==> src/rtl/cmd_decoder_rpt.sv <==
// UART command decoder with decimal repeat prefix and mode-channel control.
// Single-byte commands from the RX FIFO become one-cycle control pulses.
// A decimal prefix repeats the S/M/H pulse commands; while a repeat burst
// runs, rx_ready is held low so the FIFO is backpressured. Mode channels
// toggle from a UART character or follow a synchronised board switch, and
// every change emits a one-cycle trigger.
module cmd_decoder_rpt #(
  parameter int unsigned               NUM_MODES  = 2,
  parameter logic [8*NUM_MODES-1:0]    MODE_CHARS = {8'h6D, 8'h6E},
  parameter int unsigned               MAX_REPEAT = 99,
  parameter int unsigned               PULSE_GAP  = 4,
  localparam int unsigned              CW         = $clog2(MAX_REPEAT + 1)
) (
  input  logic                 clk,
  input  logic                 rst_n,
  input  logic [7:0]           rx_data,
  input  logic                 rx_valid,
  output logic                 rx_ready,
  input  logic [NUM_MODES-1:0] sw_mode,
  output logic                 o_runstop,
  output logic                 o_clear,
  output logic                 o_secup,
  output logic                 o_minup,
  output logic                 o_hourup,
  output logic [NUM_MODES-1:0] o_mode,
  output logic [NUM_MODES-1:0] o_mode_trig,
  output logic                 o_busy,
  output logic                 o_err
);

  localparam int unsigned GW = $clog2(PULSE_GAP + 1);
  // Wide enough for MAX_REPEAT*10 + 9 before saturation.
  localparam int unsigned AW = CW + 4;

  localparam logic [7:0] CH_RUN  = 8'h72;  // 'r'
  localparam logic [7:0] CH_CLR  = 8'h63;  // 'c'
  localparam logic [7:0] CH_SEC  = 8'h53;  // 'S'
  localparam logic [7:0] CH_MIN  = 8'h4D;  // 'M'
  localparam logic [7:0] CH_HOUR = 8'h48;  // 'H'
  localparam logic [7:0] CH_ESC  = 8'h1B;

  typedef enum logic [1:0] {
    ST_IDLE  = 2'd0,
    ST_ACCUM = 2'd1,
    ST_BURST = 2'd2
  } state_e;

  typedef enum logic [1:0] {
    RPT_SEC  = 2'd0,
    RPT_MIN  = 2'd1,
    RPT_HOUR = 2'd2
  } rpt_e;

  state_e               state_q, state_d;
  rpt_e                 rpt_q, rpt_d;
  logic [CW-1:0]        cnt_q, cnt_d;
  logic [CW-1:0]        rem_q, rem_d;
  logic [GW-1:0]        gap_q, gap_d;
  logic                 rx_ready_q, rx_ready_d;
  logic                 busy_q, busy_d;
  logic                 runstop_q, runstop_d;
  logic                 clear_q, clear_d;
  logic                 secup_q, secup_d;
  logic                 minup_q, minup_d;
  logic                 hourup_q, hourup_d;
  logic                 err_q, err_d;
  logic [NUM_MODES-1:0] mode_q, mode_d;
  logic [NUM_MODES-1:0] trig_q, trig_d;
  logic [NUM_MODES-1:0] sync1_q, sync2_q, prev_q;

  logic                 accept;
  logic                 fire;
  rpt_e                 fire_kind;
  logic [CW-1:0]        n_rep;
  logic [AW-1:0]        acc_wide;
  logic [NUM_MODES-1:0] mode_match;
  logic [NUM_MODES-1:0] uart_hit;
  logic [NUM_MODES-1:0] sw_edge;

  // Switch edges are taken from the synchronised level against its previous value.
  assign sw_edge = sync2_q ^ prev_q;

  // Next-state, repeat-burst sequencing, command decode and mode-channel update.
  always_comb begin
    // NOTE: every variable gets a default before any branch so no path can
    // leave it unassigned; that is what keeps this block free of latches.
    state_d    = state_q;
    rpt_d      = rpt_q;
    cnt_d      = cnt_q;
    rem_d      = rem_q;
    gap_d      = gap_q;
    runstop_d  = 1'b0;
    clear_d    = 1'b0;
    err_d      = 1'b0;
    fire       = 1'b0;
    fire_kind  = RPT_SEC;
    n_rep      = '0;
    acc_wide   = '0;
    mode_match = '0;
    uart_hit   = '0;
    mode_d     = mode_q;
    trig_d     = '0;
    accept     = rx_valid && rx_ready_q;

    // Lowest channel index wins when two toggle characters are equal.
    for (int k = NUM_MODES - 1; k >= 0; k--) begin
      if (rx_data == MODE_CHARS[8*k +: 8]) begin
        mode_match = NUM_MODES'(1) << k;
      end
    end

    if (state_q == ST_BURST) begin
      // After the last pulse one more cycle passes before rx_ready returns.
      if (rem_q == '0) begin
        state_d = ST_IDLE;
      end else if (gap_q != '0) begin
        gap_d = gap_q - GW'(1);
      end else begin
        fire      = 1'b1;
        fire_kind = rpt_q;
        rem_d     = rem_q - CW'(1);
        gap_d     = GW'(PULSE_GAP);
      end
    end else if (accept) begin
      // Any accepted byte other than a digit consumes the prefix.
      cnt_d   = '0;
      state_d = ST_IDLE;
      if (rx_data >= 8'h30 && rx_data <= 8'h39) begin
        acc_wide = AW'(cnt_q) * AW'(10) + AW'(rx_data[3:0]);
        cnt_d    = (acc_wide > AW'(MAX_REPEAT)) ? CW'(MAX_REPEAT) : acc_wide[CW-1:0];
        state_d  = ST_ACCUM;
      end else if (rx_data == CH_RUN) begin
        runstop_d = 1'b1;
      end else if (rx_data == CH_CLR) begin
        clear_d = 1'b1;
      end else if (rx_data == CH_SEC || rx_data == CH_MIN || rx_data == CH_HOUR) begin
        fire      = 1'b1;
        fire_kind = (rx_data == CH_SEC) ? RPT_SEC :
                    (rx_data == CH_MIN) ? RPT_MIN : RPT_HOUR;
        n_rep     = (cnt_q == '0) ? CW'(1) : cnt_q;
        if (n_rep > CW'(1)) begin
          state_d = ST_BURST;
          rpt_d   = fire_kind;
          rem_d   = n_rep - CW'(1);
          gap_d   = GW'(PULSE_GAP);
        end
      end else if (rx_data == CH_ESC) begin
        // Cancels a pending prefix silently.
      end else if (|mode_match) begin
        uart_hit = mode_match;
      end else begin
        err_d = 1'b1;
      end
    end

    // A switch edge overrides a same-cycle UART toggle on that channel.
    for (int k = 0; k < NUM_MODES; k++) begin
      if (sw_edge[k]) begin
        mode_d[k] = sync2_q[k];
        trig_d[k] = 1'b1;
      end else if (uart_hit[k]) begin
        mode_d[k] = ~mode_q[k];
        trig_d[k] = 1'b1;
      end
    end

    secup_d    = fire && (fire_kind == RPT_SEC);
    minup_d    = fire && (fire_kind == RPT_MIN);
    hourup_d   = fire && (fire_kind == RPT_HOUR);
    rx_ready_d = (state_d != ST_BURST);
    busy_d     = (state_d == ST_BURST);
  end

  // State, counters, synchroniser and registered outputs.
  always_ff @(posedge clk or negedge rst_n) begin
    if (!rst_n) begin
      state_q    <= ST_IDLE;
      rpt_q      <= RPT_SEC;
      cnt_q      <= '0;
      rem_q      <= '0;
      gap_q      <= '0;
      rx_ready_q <= 1'b0;
      busy_q     <= 1'b0;
      runstop_q  <= 1'b0;
      clear_q    <= 1'b0;
      secup_q    <= 1'b0;
      minup_q    <= 1'b0;
      hourup_q   <= 1'b0;
      err_q      <= 1'b0;
      mode_q     <= '0;
      trig_q     <= '0;
      sync1_q    <= '0;
      sync2_q    <= '0;
      prev_q     <= '0;
    end else begin
      // NOTE: non-blocking assignments make every flop sample the pre-edge
      // values, so the sync1 -> sync2 -> prev chain shifts one stage per clock.
      state_q    <= state_d;
      rpt_q      <= rpt_d;
      cnt_q      <= cnt_d;
      rem_q      <= rem_d;
      gap_q      <= gap_d;
      rx_ready_q <= rx_ready_d;
      busy_q     <= busy_d;
      runstop_q  <= runstop_d;
      clear_q    <= clear_d;
      secup_q    <= secup_d;
      minup_q    <= minup_d;
      hourup_q   <= hourup_d;
      err_q      <= err_d;
      mode_q     <= mode_d;
      trig_q     <= trig_d;
      sync1_q    <= sw_mode;
      sync2_q    <= sync1_q;
      prev_q     <= sync2_q;
    end
  end

  assign rx_ready    = rx_ready_q;
  assign o_busy      = busy_q;
  assign o_runstop   = runstop_q;
  assign o_clear     = clear_q;
  assign o_secup     = secup_q;
  assign o_minup     = minup_q;
  assign o_hourup    = hourup_q;
  assign o_err       = err_q;
  assign o_mode      = mode_q;
  assign o_mode_trig = trig_q;

endmodule

==> config.mk <==
export PLATFORM = sky130hd
export DESIGN_NAME = cmd_decoder_rpt
export DESIGN_NICKNAME = d
export VERILOG_FILES = /design/src/rtl/cmd_decoder_rpt.sv
export SDC_FILE = /design/constraint.sdc
export NUM_CORES = 1
export LEC_CHECK = 0
export CORE_AREA = 4 4 100 102
export CTS_CLUSTER_DIAMETER = 30
export DETAILED_ROUTE_END_ITERATION = 10
export DIE_AREA = 0 0 104 106
export PLACE_DENSITY = 0.44
export SYNTH_ARGS = -nofsm -noshare
export SYNTH_HDL_FRONTEND = slang
export SYNTH_SLANG_ARGS = --single-unit
==> constraint.sdc <==
create_clock -name clk -period 8.07 [get_ports clk]
set_input_delay 2.0175 -clock clk [delete_from_list [all_inputs] [get_ports clk]]
set_output_delay 2.0175 -clock clk [all_outputs]
set_load 0.02 [all_outputs]
# Yosys cells after proc, flatten, opt, wreduce, memory -nomap -nowiden
# Cells that the tools add are included.
dict set report word_totals {
  mem_bits_rw 0
  mem_count 0
  rom_bits 0
  inputBits 13
  output_inout_bits 12
  latchBits 0
  regBits 39
}
dict set report classes {
  mux 82
  bitwise_logic 7
  div 0
  magnitude_cmp 4
  mul 1
  add_sub_neg 4
  n_reduce_logical 21
  shift 0
  n_eq_ne 18
}
# op n
set ops {}
lappend ops {{two-way mux 7 bit} 12}
lappend ops {{== test 8 x 7 -> 1 bit (second input constant)} 7}
lappend ops {{two-way mux 2 bit} 28}
lappend ops {{two-way mux 1 bit} 33}
lappend ops {{two-way mux 3 bit} 9}
lappend ops {{zero test 7 bit} 2}
lappend ops {{AND reduction 7 bit} 2}
lappend ops {{subtractor 7 x 1 -> 7 bit (second input constant)} 2}
lappend ops {{inequality test 2 bit (second input constant)} 6}
lappend ops {{adder 11 x 4 -> 11 bit} 1}
lappend ops {{greater-than comparator 11 x 7 -> 1 bit (second input constant)} 1}
lappend ops {{multiplier 7 x 3 -> 10 bit (second input constant)} 1}
lappend ops {{nonzero test 2 bit} 5}
lappend ops {{== test 8 x 5 -> 1 bit (second input constant)} 1}
lappend ops {{>= comparator 8 x 6 -> 1 bit (second input constant)} 1}
lappend ops {{<= comparator 8 x 6 -> 1 bit (second input constant)} 1}
lappend ops {{AND reduction 8 bit} 1}
lappend ops {{greater-than comparator 7 x 1 -> 1 bit (second input constant)} 1}
lappend ops {{== test 2 bit (second input constant)} 3}
lappend ops {{NOT 1 bit} 6}
lappend ops {{logical AND 1 bit} 5}
lappend ops {{nonzero test 3 bit} 1}
lappend ops {{subtractor 3 x 1 -> 3 bit (second input constant)} 1}
lappend ops {{== test 2 x 1 -> 1 bit (second input constant)} 1}
lappend ops {{other kinds (5)} 6}

# Logic depth before layout (Yosys ltp)
# Gate-level depths: netlist of run 1.
dict set report depth {
  word_depth 14
  mapped_depth 9
  ltp_nobuf 9
}

# Worst setup path after synthesis of run 1
# OpenSTA, ideal clock, no wires.
dict set report synth_timing {
  path_type {input-to-reg}
  from {in rx_data[1]}
  to {reg cnt_q[2]}
  cell_stages 7
  path_buffers 0
  slack_ns 4.115
  setup_ns 0.068
  arrival_time_ns 3.886
  t_required_ns 8.002
  path_cell_list {ha_1 > fa_1 > a21oi_1 > nor3_1 > a21o_1 > a2111oi_2 > a32o_1}
}
dict set report synth_between {
  elab_chain_cells 4
}
# item line_no
set synth_lines {}
lappend synth_lines {{start: declaration} 16} ;# input logic [7:0] rx_data,
lappend synth_lines {{adder 11 x 4 -> 11 bit} 129} ;# acc_wide = AW'(cnt_q) * AW'(10) + AW'(rx_data[3:0]);
lappend synth_lines {{greater-than comparator 11 x 7 -> 1 bit} 130} ;# cnt_d = (acc_wide > AW'(MAX_REPEAT)) ? CW'(MAX_REPEAT) : acc_wide[CW-1:0];
lappend synth_lines {{two-way mux 7 bit} 130}
lappend synth_lines {{two-way mux 7 bit *} 128} ;# if (rx_data >= 8'h30 && rx_data <= 8'h39) begin
lappend synth_lines {{end signal: assignment} 200} ;# cnt_q <= cnt_d;
lappend synth_lines {{end: declaration} 56} ;# logic [CW-1:0] cnt_q, cnt_d;
# Mark *: on every way between the ends. The rest lies on a longest branch, timed or not.
# A chain may end at the register's enable or synchronous reset.

# Final worst setup path of run 1
# Same ends and word-level chain as after synthesis.

==> results of run 1 <==
[placed cells by master (no fill, tap or decap), types with 6 or more instances in the layout]
cell type	Yosys	final
nand3_1	14	14
nor2_1	25	25
inv_1	11	11
a21oi_1	24	24
o211ai_1	10	10
dfrtp_1	39	39
xnor2_1	9	9
ha_1	18	18
nand2_1	12	12
clkdlybuf4s50_1	0	23
nor3_1	6	6
o21ai_0	10	10
[logic make-up after synthesis]
| group | count (synthesis) | share of synthesized area, % |
|---|---|---|
| flip-flops | 39 | 36.7 |
| AO/OA/AOI/OAI | 87 | 23.1 |
| buffers and inverters | 20 | 3.34 |
| multiplexers | 1 | 0.376 |
| AND/OR/NAND/NOR | 104 | 22.0 |
| adder cells (fa/ha/maj) | 20 | 9.97 |
| XOR/XNOR | 14 | 4.61 |
[power breakdown]
group | total (mW) | leakage (nW) | internal (mW) | switching [mW]
clock network | 0.127 | 0.0422 | 0.0607 | 0.0662
registers | 0.203 | 0.476 | 0.199 | 0.00368
logic | 0.0349 | 0.753 | 0.0159 | 0.0190
[metal layers]
layer,wire length (um),part of all wire (%)
met1,3390,51
met2,3020,45
met4,82,1.2
met5,0,0
met3,153,2.3
[metrics by stage]
| stage | total power, mW | setup WS [ns] |
|---|---|---|
| floorplan | 0.222 | 4.12 |
| global placement | 0.242 | 3.21 |
| detailed placement | 0.242 | 3.19 |
| CTS | 0.374 | 3.49 |
| global route | 0.387 | 3.30 |
| finish | 0.365 | 3.50 |
[area by class of cell]
| cell class | count | share of cell area, % |
|---|---|---|
| Sequential cell | 39 | 31.7 |
| Tap cell | 111 | 4.51 |
| Inverter | 11 | 1.34 |
| Clock buffer | 7 | 2.48 |
| Timing Repair Buffer | 25 | 7.89 |
| Clock inverter | 1 | 0.163 |
| Multi-Input combinational cell | 226 | 51.9 |
[sequential cells by signal, summed over array words and instances, names as in the netlist]
signal and count:
cnt_q 7, o_mode_trig 2, o_hourup 1, sync1_q 2, o_mode 2, prev_q 2
gap_q 3, rem_q 7, o_secup 1, o_minup 1, rx_ready 1, sync2_q 2
o_err 1, o_clear 1, rpt_q 2, o_busy 1, o_runstop 1, state_q 2
[path summary, 6_finish.rpt]
check	startpoint	to	slack (ns)	cells past startpoint
worst max register to register	cnt_q[1]	cnt_q[2]	4.95	8
worst max-delay path	rx_data[1]	cnt_q[2]	3.50	8
min in group asynchronous	rst_n	sync2_q[1]	1.87	1
worst min-delay path	sync1_q[1]	sync2_q[1]	0.35	0
worst min register to register	sync1_q[1]	sync2_q[1]	0.35	0
max in group asynchronous	rst_n	rem_q[0]	5.63	1
==> results.toml, run 1 <==
[status]
outcome = "finished, final reports clean"

[power]
peakVddDrop_v = 0.0000609
p_per_area_nw_per_um2 = 119
leakagePower_nw = 1.27

[timing]
tightest_slew_ns = 0.950
finalCriticalPeriod_ns = 4.57
fin_tns_setup_ns = 0
clock.fmax_mhz = 219
rsz0062_at_grt = "false"
maxSlewViolCount = 0
setup_viol_count_final = 0
slew_headroom_pct = 36.6
hold_ws_ns = 0.353
period_share_pct = 56.7
clock_skew_ns = 0.00649
hold_violations = 0

[drt]
drt_iter0_markers = 52
vias = 2213
routed_wl_um = 6640
first_pass_iters = 4
antenna_left = 0
drcViolationCount = 0
wl_per_cell_um = 15.8
viasPerCell = 5.27

[final_layout]
area_growth_pct = 15.6
ff_latch_area_um2 = 976
antenna_cells = 0
multi_input_area_um2 = 1600
final_area_um2 = 3080
fin_util_pct = 33.8
layout.cells.non_filler = 420
nFillCells = 990
nNetsFinal = 341
drive_gt1_share_pct = 4.53

[synthesis]
synth_area_um2 = 2660
synth-seq-cells = 39
avgSynthCellArea_um2 = 9.34
synth_top_area_share_pct = 36.7
synth_ff_type = "dfrtp_1"
syn_nets = 318
ys_top_cells_by_count = "39 x dfrtp_1, 25 x nor2_1, 24 x a21oi_1"
synth.most_common_cell = "dfrtp_1"
ys_seq_area_share_pct = 36.7
yosys.cell_types.count = 61
synthArstFlopShare_pct = 100
synth_area_leaders = "dfrtp_1 37%, ha_1 8.5%, a21oi_1 4.5%"
yosysWarnings = 0
synth_edf_count = 0
yosysTopAreaCell = "dfrtp_1"
synthCells = 285

[global_routing]
grt_start_max_net_pins = 40
grt_pass1_wl_um = 11300
antenna_found_initial = 0
grt_usage_pct = 12.5
met2_usage_pct = 18.8
first_global_vias = 2181
gr-usage-met1_pct = 18.3
grt_use_met3_pct = 2.00
busiest_layer = "met2"
grt_overflow = 0

[floorplanning]
start_util_pct = 29.2
dieHeight_um = 106
io_pins = 25
die-area_um2 = 11000
coreArea_um2 = 9110
fp.dieW_um = 104
row_count = 35

[run]
maxCapViolCount = 0

[placement]
port-buffer-count = 24
post_dp_cell_area_um2 = 3000
gp_congestion = 0.753
hpwl_um = 5110
dp_cells = 412

[setup_path]
path_buf_inv = 1
critPathCaptureType = "flip-flop"
path_max_fanout = 7
cp.arrival_ns = 4.80
crit_path_start_kind = "primary input"
worstSetupPathType = "primary input to flip-flop"
critical-path-top-delay-family = "compound AO/OA/AOI/OAI gates"
max_stage_delay_ns = 0.66
crit_chain = "clkdlybuf4s50_1, ha_1, fa_1, a21oi_1, nor3_1, a21o_1, a2111oi_2, a32o_1"
cp_slowest_cell = "a2111oi_2"
worstPathRequired_ns = 8.30

[clock_network]
path_clk_slew_ns = 0.08
post_cts_buffers = 0
postCtsHoldBufs = 0
cts_max_path_buffers = 2
cts.sinks = 39
cts-resized-gates = 0
ctsHtreeMaxLevel = 2
cts_tree = "yes"
cts_buffers = 5
cts_root_buf = "clkbuf_8"
insertion_delay_ns = 0.29

[min_path]
hp-class = "flip-flop to flip-flop"
No activity file was read; power rests on OpenSTA's default activity.
==> inputs of run 2 (changes only) <==
Clock period 8.07 ns to 4.49 ns, I/O delays scaled along.
==> results.toml, run 2 (same netlist as run 1, synthesis figures left out) <==
[drt]
routed_wl_um = 6600
wl_per_cell_um = 15.7
drt_iter0_markers = 59
vias = 2226
drcViolationCount = 0
first_pass_iters = 4
antenna_left = 0
viasPerCell = 5.29

[timing]
rsz0062_at_grt = "false"
hold_ws_ns = 0.352
maxSlewViolCount = 0
fin_tns_setup_ns = 0
clock.fmax_mhz = 265
finalCriticalPeriod_ns = 3.77
slew_headroom_pct = 38.6
tightest_slew_ns = 0.919
clock_skew_ns = 0.00247
setup_viol_count_final = 0
period_share_pct = 84.0
hold_violations = 0

[clock_network]
cts_tree = "yes"
cts_root_buf = "clkbuf_8"
cts_buffers = 5
cts.sinks = 39
path_clk_slew_ns = 0.08
cts_max_path_buffers = 2
ctsHtreeMaxLevel = 2
post_cts_buffers = 0
cts-resized-gates = 0
insertion_delay_ns = 0.28
postCtsHoldBufs = 0

[final_layout]
largest_registers = "cnt_q: 7 flops, rem_q: 7 flops, gap_q: 3 flops"
drive_gt1_share_pct = 5.48
final_area_um2 = 3120
area_growth_pct = 17.3
antenna_cells = 0
final_cell_mix = "39 x dfrtp_1, 25 x nor2_1, 24 x a21oi_1"
nNetsFinal = 342
layout_commonest_cell = "dfrtp_1"

[floorplanning]
fp.dieW_um = 104
dieHeight_um = 106
coreArea_um2 = 9110
row_count = 35
io_pins = 25
die-area_um2 = 11000
start_util_pct = 29.2

[power]
intPower_uw = 567
swShare_pct = 22.4
sequentialPowerShare_pct = 50.0
leakagePower_nw = 1.30
clockPowerShare_pct = 41.5
p_per_area_nw_per_um2 = 234
p_switching_uw = 163
peakVddDrop_v = 0.000106
p_comb_share_pct = 8.5

[global_routing]
grt_start_max_net_pins = 40
grt_usage_pct = 12.3
antenna_found_initial = 0
first_global_vias = 2176
grt_overflow = 0
grt_pass1_wl_um = 11200

[setup_path]
path_max_fanout = 7
worstSetupPathType = "primary input to flip-flop"
critPathCaptureType = "flip-flop"
worstPathRequired_ns = 4.71
max_stage_delay_ns = 0.74
crit_path_start_kind = "primary input"
path_buf_inv = 1
critical-path-top-delay-family = "compound AO/OA/AOI/OAI gates"
crit_chain = "clkdlybuf4s50_1, ha_1, fa_1, a21oi_1, nor3_1, a21o_1, a2111oi_2, a32o_1"
cp.arrival_ns = 3.99
cp_slowest_cell = "a2111oi_2"

[placement]
gp_congestion = 0.759
post_dp_cell_area_um2 = 3000
hpwl_um = 5080
port-buffer-count = 24

[min_path]
hp-class = "flip-flop to flip-flop"

[run]
maxCapViolCount = 0

[status]
outcome = "finished, final reports clean"
## run 2: cell count changes in the layout (fill, tap and decap cells not counted), sizes merged
cell	change
bufinv	+1
buf	+1
clkbuf	-1
## run 2: path summary, 6_finish.rpt
path / start / to / slack [ns] / cells after the start
setup reg to reg: cnt_q[1] / cnt_q[3] / 1.25 / 8
hold / removal: sync1_q[1] / sync2_q[1] / 0.35 / 0
setup / recovery: rx_data[1] / cnt_q[3] / 0.72 / 8
min in group asynchronous: rst_n / sync2_q[1] / 0.95 / 1
max in group asynchronous: rst_n / o_mode_trig[0] / 2.98 / 1
hold reg to reg: sync1_q[1] / sync2_q[1] / 0.35 / 0
## run 2: area by class of cell
type / count / area [um2]
sequential: 39 / 976
fill: 960 / 5990
timing repair buffer: 26 / 250
clock buffer: 6 / 82.6
inverter: 11 / 41.3
multi-input combinational: 226 / 1600
clock inverter: 2 / 35.0
tap: 111 / 139
## run 2: power groups by stage
| stage | Sequential (mW) | Combinational (mW) | Clock (mW) |
|---|---|---|---|
| after global placement | 0.372 | 0.0636 | 0 |
| after CTS | 0.365 | 0.0639 | 0.316 |
| after detailed placement | 0.372 | 0.0639 | 0 |
| after floorplan | 0.376 | 0.0227 | 0 |
| after global routing | 0.366 | 0.0691 | 0.334 |
| final | 0.365 | 0.0624 | 0.303 |
## run 2: layer usage
layer / GRT usage [%] / up-vias / part of all wire, %
li1: - / 1132 / -
met1: 17.4 / 1055 / 50
met2: 19.6 / 35 / 47
met3: 1.94 / 4 / 2.3
met4: 2.94 / 0 / 0.86
met5: 0 / - / 0
## run 2: worst register-to-register path, stage by stage (launching register included)
cell and delay, ns:
dfrtp_1 0.51, ha_1 0.35, ha_1 0.23, fa_1 0.60
nand2_1 0.10, nor3_1 0.24, nand4_1 0.18, a2111oi_2 0.70
a32o_1 0.28
## run 2: through the flow
stage / worst slack, ns / power, mW / instances / util, %
final: 0.718 / 0.730 / 421 / 34.3
after global routing: 0.506 / 0.769 / 421 / 34.3
after CTS: 0.772 / 0.745 / 421 / 34.3
after detailed placement: 0.483 / 0.436 / 413 / 33.0
after global placement: 0.529 / 0.435 / 413 / 33.0
after floorplan: 1.43 / 0.398 / 285 / -
==> inputs of run 3 (changes only) <==
Clock period 4.49 ns to 3.55 ns, I/O delays scaled along.
==> results.toml, run 3 (same netlist as run 1, synthesis figures left out) <==
[final_layout]
drive_gt1_share_pct = 8.44
fin_util_pct = 34.7
layout_commonest_cell = "dfrtp_1"
final_cell_mix = "39 x dfrtp_1, 25 x nor2_1, 24 x a21oi_1"
largest_registers = "cnt_q: 7 flops, rem_q: 7 flops, gap_q: 3 flops"
area_growth_pct = 18.8
nNetsFinal = 352
antenna_cells = 0

[timing]
slew_headroom_pct = 39.3
hold_violations = 0
finalCriticalPeriod_ns = 3.13
period_share_pct = 88.1
clock_skew_ns = 0.0106
clock.fmax_mhz = 320
rsz0062_at_grt = "false"
fin_tns_setup_ns = 0
setup_viol_count_final = 0
tightest_slew_ns = 0.910
maxSlewViolCount = 0
hold_ws_ns = 0.353

[floorplanning]
dieHeight_um = 106
io_pins = 25
start_util_pct = 29.2
row_count = 35
coreArea_um2 = 9110
fp.dieW_um = 104
die-area_um2 = 11000

[placement]
gp_congestion = 0.786
hpwl_um = 5340
port-buffer-count = 24

[drt]
wl_per_cell_um = 15.8
antenna_left = 0
drt_iter0_markers = 107
viasPerCell = 5.32
drcViolationCount = 0
vias = 2292
routed_wl_um = 6830
first_pass_iters = 4

[global_routing]
grt_usage_pct = 12.7
grt_start_max_net_pins = 40
grt_pass1_wl_um = 11400
grt_overflow = 0
antenna_found_initial = 0
first_global_vias = 2239

[clock_network]
cts_tree = "yes"
path_clk_slew_ns = 0.08
cts_root_buf = "clkbuf_8"
cts.sinks = 39
cts_max_path_buffers = 2
post_cts_buffers = 0
postCtsHoldBufs = 0
cts-resized-gates = 0
insertion_delay_ns = 0.29
cts_buffers = 5
ctsHtreeMaxLevel = 2

[setup_path]
crit_chain = "clkdlybuf4s50_1, fa_1, a21oi_1, o211ai_1, a211oi_1, a2111oi_2, buf_4, a32o_1"
crit_path_start_kind = "primary input"
worstPathRequired_ns = 3.72
worstSetupPathType = "primary input to flip-flop"
max_stage_delay_ns = 0.59
cp.arrival_ns = 3.30
path_max_fanout = 6
critPathCaptureType = "flip-flop"
cp_slowest_cell = "clkdlybuf4s50_1"
path_buf_inv = 2
critical-path-top-delay-family = "compound AO/OA/AOI/OAI gates"

[power]
p_per_area_nw_per_um2 = 265
leakagePower_nw = 1.33
peakVddDrop_v = 0.000137

[min_path]
hp-class = "flip-flop to flip-flop"

[run]
maxCapViolCount = 0

[status]
outcome = "finished, final reports clean"
run 3: through the flow:
step,worst slack [ns],instances,cell area [um2],power [mW]
after floorplan,0.725,285,2660,0.504
after global placement,0.178,423,3080,0.554
after detailed placement,0.139,423,3080,0.553
after CTS,0.441,431,3160,0.854
after global routing,0.289,431,3160,0.881
final,0.421,431,3160,0.838
run 3: layer usage:
metal  vias to the layer above  global-route usage, %  routed length, um
met5                         -                      0                  0
met3                         4                   2.06                211
met4                         0                   2.94                 48
met1                      1087                   17.2               3340
li1                       1158                      -                  -
met2                        43                   21.1               3230
run 3: final cells by class:
cell class	count	area [um2]
clock buffers	5	68.8
clock inverters	3	15.0
fillers	967	5950
inverters	11	41.3
multi-input cells	226	1600
flip-flops and latches	39	976
well taps	111	139
repair buffers	36	325
run 3: worst paths after layout:
check / startpoint / endpoint / slack (ns) / depth (start not counted)
worst max-delay path: rx_data[2] / cnt_q[2] / 0.42 / 8
worst min-delay path: sync1_q[1] / sync2_q[1] / 0.35 / 0
worst max register to register: cnt_q[3] / cnt_q[2] / 0.58 / 9
worst min register to register: sync1_q[1] / sync2_q[1] / 0.35 / 0
max in group asynchronous: rst_n / cnt_q[2] / 2.25 / 1
min in group asynchronous: rst_n / gap_q[0] / 0.73 / 1
run 3: worst reg2reg max path, cell delays in order, from the launching register on:
cell and delay (ns):
dfrtp_1 0.46, ha_1 0.31, ha_1 0.23, fa_1 0.44
xor2_1 0.37, nand4_1 0.19, a211oi_1 0.39, a2111oi_2 0.08
buf_4 0.17, a32o_1 0.22
run 3: power by group:
group | switching [mW] | leakage [nW] | internal [mW] | total, mW
Combinational | 0.0440 | 0.804 | 0.0382 | 0.0823
Clock | 0.160 | 0.0477 | 0.135 | 0.295
Sequential | 0.00825 | 0.476 | 0.453 | 0.461
==> variant: new RTL, flow settings as in run 2 <==
The parameter `NUM_MODES` goes from 2 to 4.
--- a/src/rtl/cmd_decoder_rpt.sv
+++ b/src/rtl/cmd_decoder_rpt.sv
@@ -7,3 +7,3 @@
 module cmd_decoder_rpt #(
-  parameter int unsigned               NUM_MODES  = 2,
+  parameter int unsigned               NUM_MODES  = 4,
   parameter logic [8*NUM_MODES-1:0]    MODE_CHARS = {8'h6D, 8'h6E},
Ports: changed (resized o_mode, o_mode_trig and sw_mode); port bits go from 25 to 31. The function was not compared with the original's and may differ.
==> variant against run 2 <==
Synthesized area grew 9.4%; design area increased by 9.6%; non-clock buffer count increased by 7; wire length fell by 1.9%; hold slack improved by 0.0056 ns; via count is the same; fmax rose by 3.1%; setup slack better by 0.11 ns; cell count is 4.0% higher; register-to-register slack worse by 0.13 ns; sequential cell count grew 10; critical path type unchanged.
Power is not compared: it rests on default switching activity, and its combinational part moved more than twofold at a synthesized area within 25%.
==> variant: results (changes against run 2) <==
[cells_and_area]
syn_to_final_growth_pct=17.5
final_cells=438  ; +4.0%
fillCellCount=923  ; -3.9%
largestRegisters=cnt_q (7), rem_q (7)
drive_gt1_share_pct=7.03  ; +1.5 points
final_nets=361  ; +5.6%

[synth]
ys_seq_area_share_pct=42.1  ; +5.5 points
synthMuxAreaShare_pct=0.774  ; +0.40 points
syn_inst=295  ; +3.5%
synth_cell_type_count=58  ; -4.9%
synth-compound-area-share_pct=17.9  ; -5.2 points
synth_common_cells=dfrtp_1 (49), nand2_1 (27), nor2_1 (25), a21oi_1 (21), ha_1 (18)
synthXorXnorAreaFrac_pct=6.32  ; +1.7 points
synthAdderAreaFrac_pct=10.1  ; +0.18 points
synthTopCellsByArea=dfrtp_1 (42%), ha_1 (7.7%), a21oi_1 (3.6%), xor2_1 (3.6%), nand2_1 (3.5%)
synth_nets=330  ; +3.8%

[clock_network]
clkSlewWorstSetupHoldPaths_ns=0.10  ; +0.02 ns
clock_latency_ns=0.31  ; +0.03 ns
cts_max_path_buffers=2  ; unchanged
cts_setup_buffers=0  ; unchanged

[global_routing]
grt_max_degree=31  ; -23%
grt_pass1_wl_um=11200  ; +0.49%
grt.met3_usage_pct=2.49  ; +0.55 points
use_met2_pct=19.3  ; -0.28 points
grt_pass1_vias=2234  ; +2.7%
grt_usage_pct=12.4  ; +0.12 points
grt.met1_usage_pct=17.5  ; +0.14 points

[placed_design]
placed_cells=430  ; +4.1%
portBuffers=30  ; +25%
dp_hpwl_um=4890  ; -3.8%
routabilityCongestion=0.749  ; -1.3%
dpl_cell_area_um2=3330  ; +11%

[drt]
drtIter0Drc=64  ; +8.5%
drt_wl_total_um=6480  ; -1.9%
drt-vias-per-instance=5.08  ; -3.9%

[power_and_ir_drop]
vdd_drop_max_v=0.000148

[timing]
setup_viol=0  ; unchanged
worstMarginPinSlew_ns=1.04  ; +0.122 ns
clock_skew_ns=0.0107  ; +0.00827 ns

[critical_path]
critPathMaxStageDelay_ns=0.57  ; -0.17 ns
path_max_fanout=9  ; +2
slowest_stage=clkdlybuf4s50_1
cp.arrival_ns=3.90  ; -0.09 ns

[status]
outcome=finished clean

[variant: cell count changes in the layout (fill, tap and decap cells not counted), sizes merged, moves of 4 or more]
cell	delta
and3	-4
clkdlybuf4s50	+6
dfrtp	+10
nand2	+15
nand3	-10
o211ai	-8
o21ai	+6
xor2	+7
[variant: power breakdown]
part | switching [mW] | internal, mW
logic | 0.271 | 0.178
registers | 0.0436 | 0.504
clock network | 0.169 | 0.114
total | 0.483 | 0.796
[variant: cell families after synthesis]
logic type,after synthesis
xor gates and xnor gates,21
AOI/OAI and AO/OA,74
and+or+nand+nor,106
muxes,2
adders and majority gates,23
buffers and inverters,20
DFF,49
[variant: through the flow]
step	setup slack (ns)	power [mW]
2_1_floorplan	1.40	0.868
3_3_place_gp	0.577	1.01
3_5_place_dp	0.511	1.01
4_1_cts	0.833	1.30
5_1_grt	0.571	1.38
6_report	0.831	1.28
[variant: metal layers]
layer	vias to the layer above	part of all wire, %
li1	1139	-
met1	1055	52
met2	27	45
met3	5	2.5
met4	0	0.91
met5	-	0
[variant: path summary, 6_finish.rpt]
kind | startpoint | depth (start not counted) | end | slack, ns
worst min register to register | sync1_q[2] | 0 | sync2_q[2] | 0.36
min in group asynchronous | rst_n | 1 | rem_q[4] | 0.73
worst max register to register | cnt_q[1] | 9 | cnt_q[3] | 1.12
worst min-delay path | sync1_q[2] | 0 | sync2_q[2] | 0.36
max in group asynchronous | rst_n | 2 | o_mode_trig[2] | 2.98
worst max-delay path | rx_data[1] | 10 | cnt_q[3] | 0.83
[variant: area by class of cell]
class                           instances  area, um^2  area share [%]
Inverter                               11        41.3            1.21
Sequential cell                        49        1230            35.8
Clock inverter                          3        26.3           0.768
Multi-Input combinational cell        226        1600            46.8
Tap cell                              111         139            4.06
Timing Repair Buffer                   33         318            9.29
Clock buffer                            5        68.8            2.01
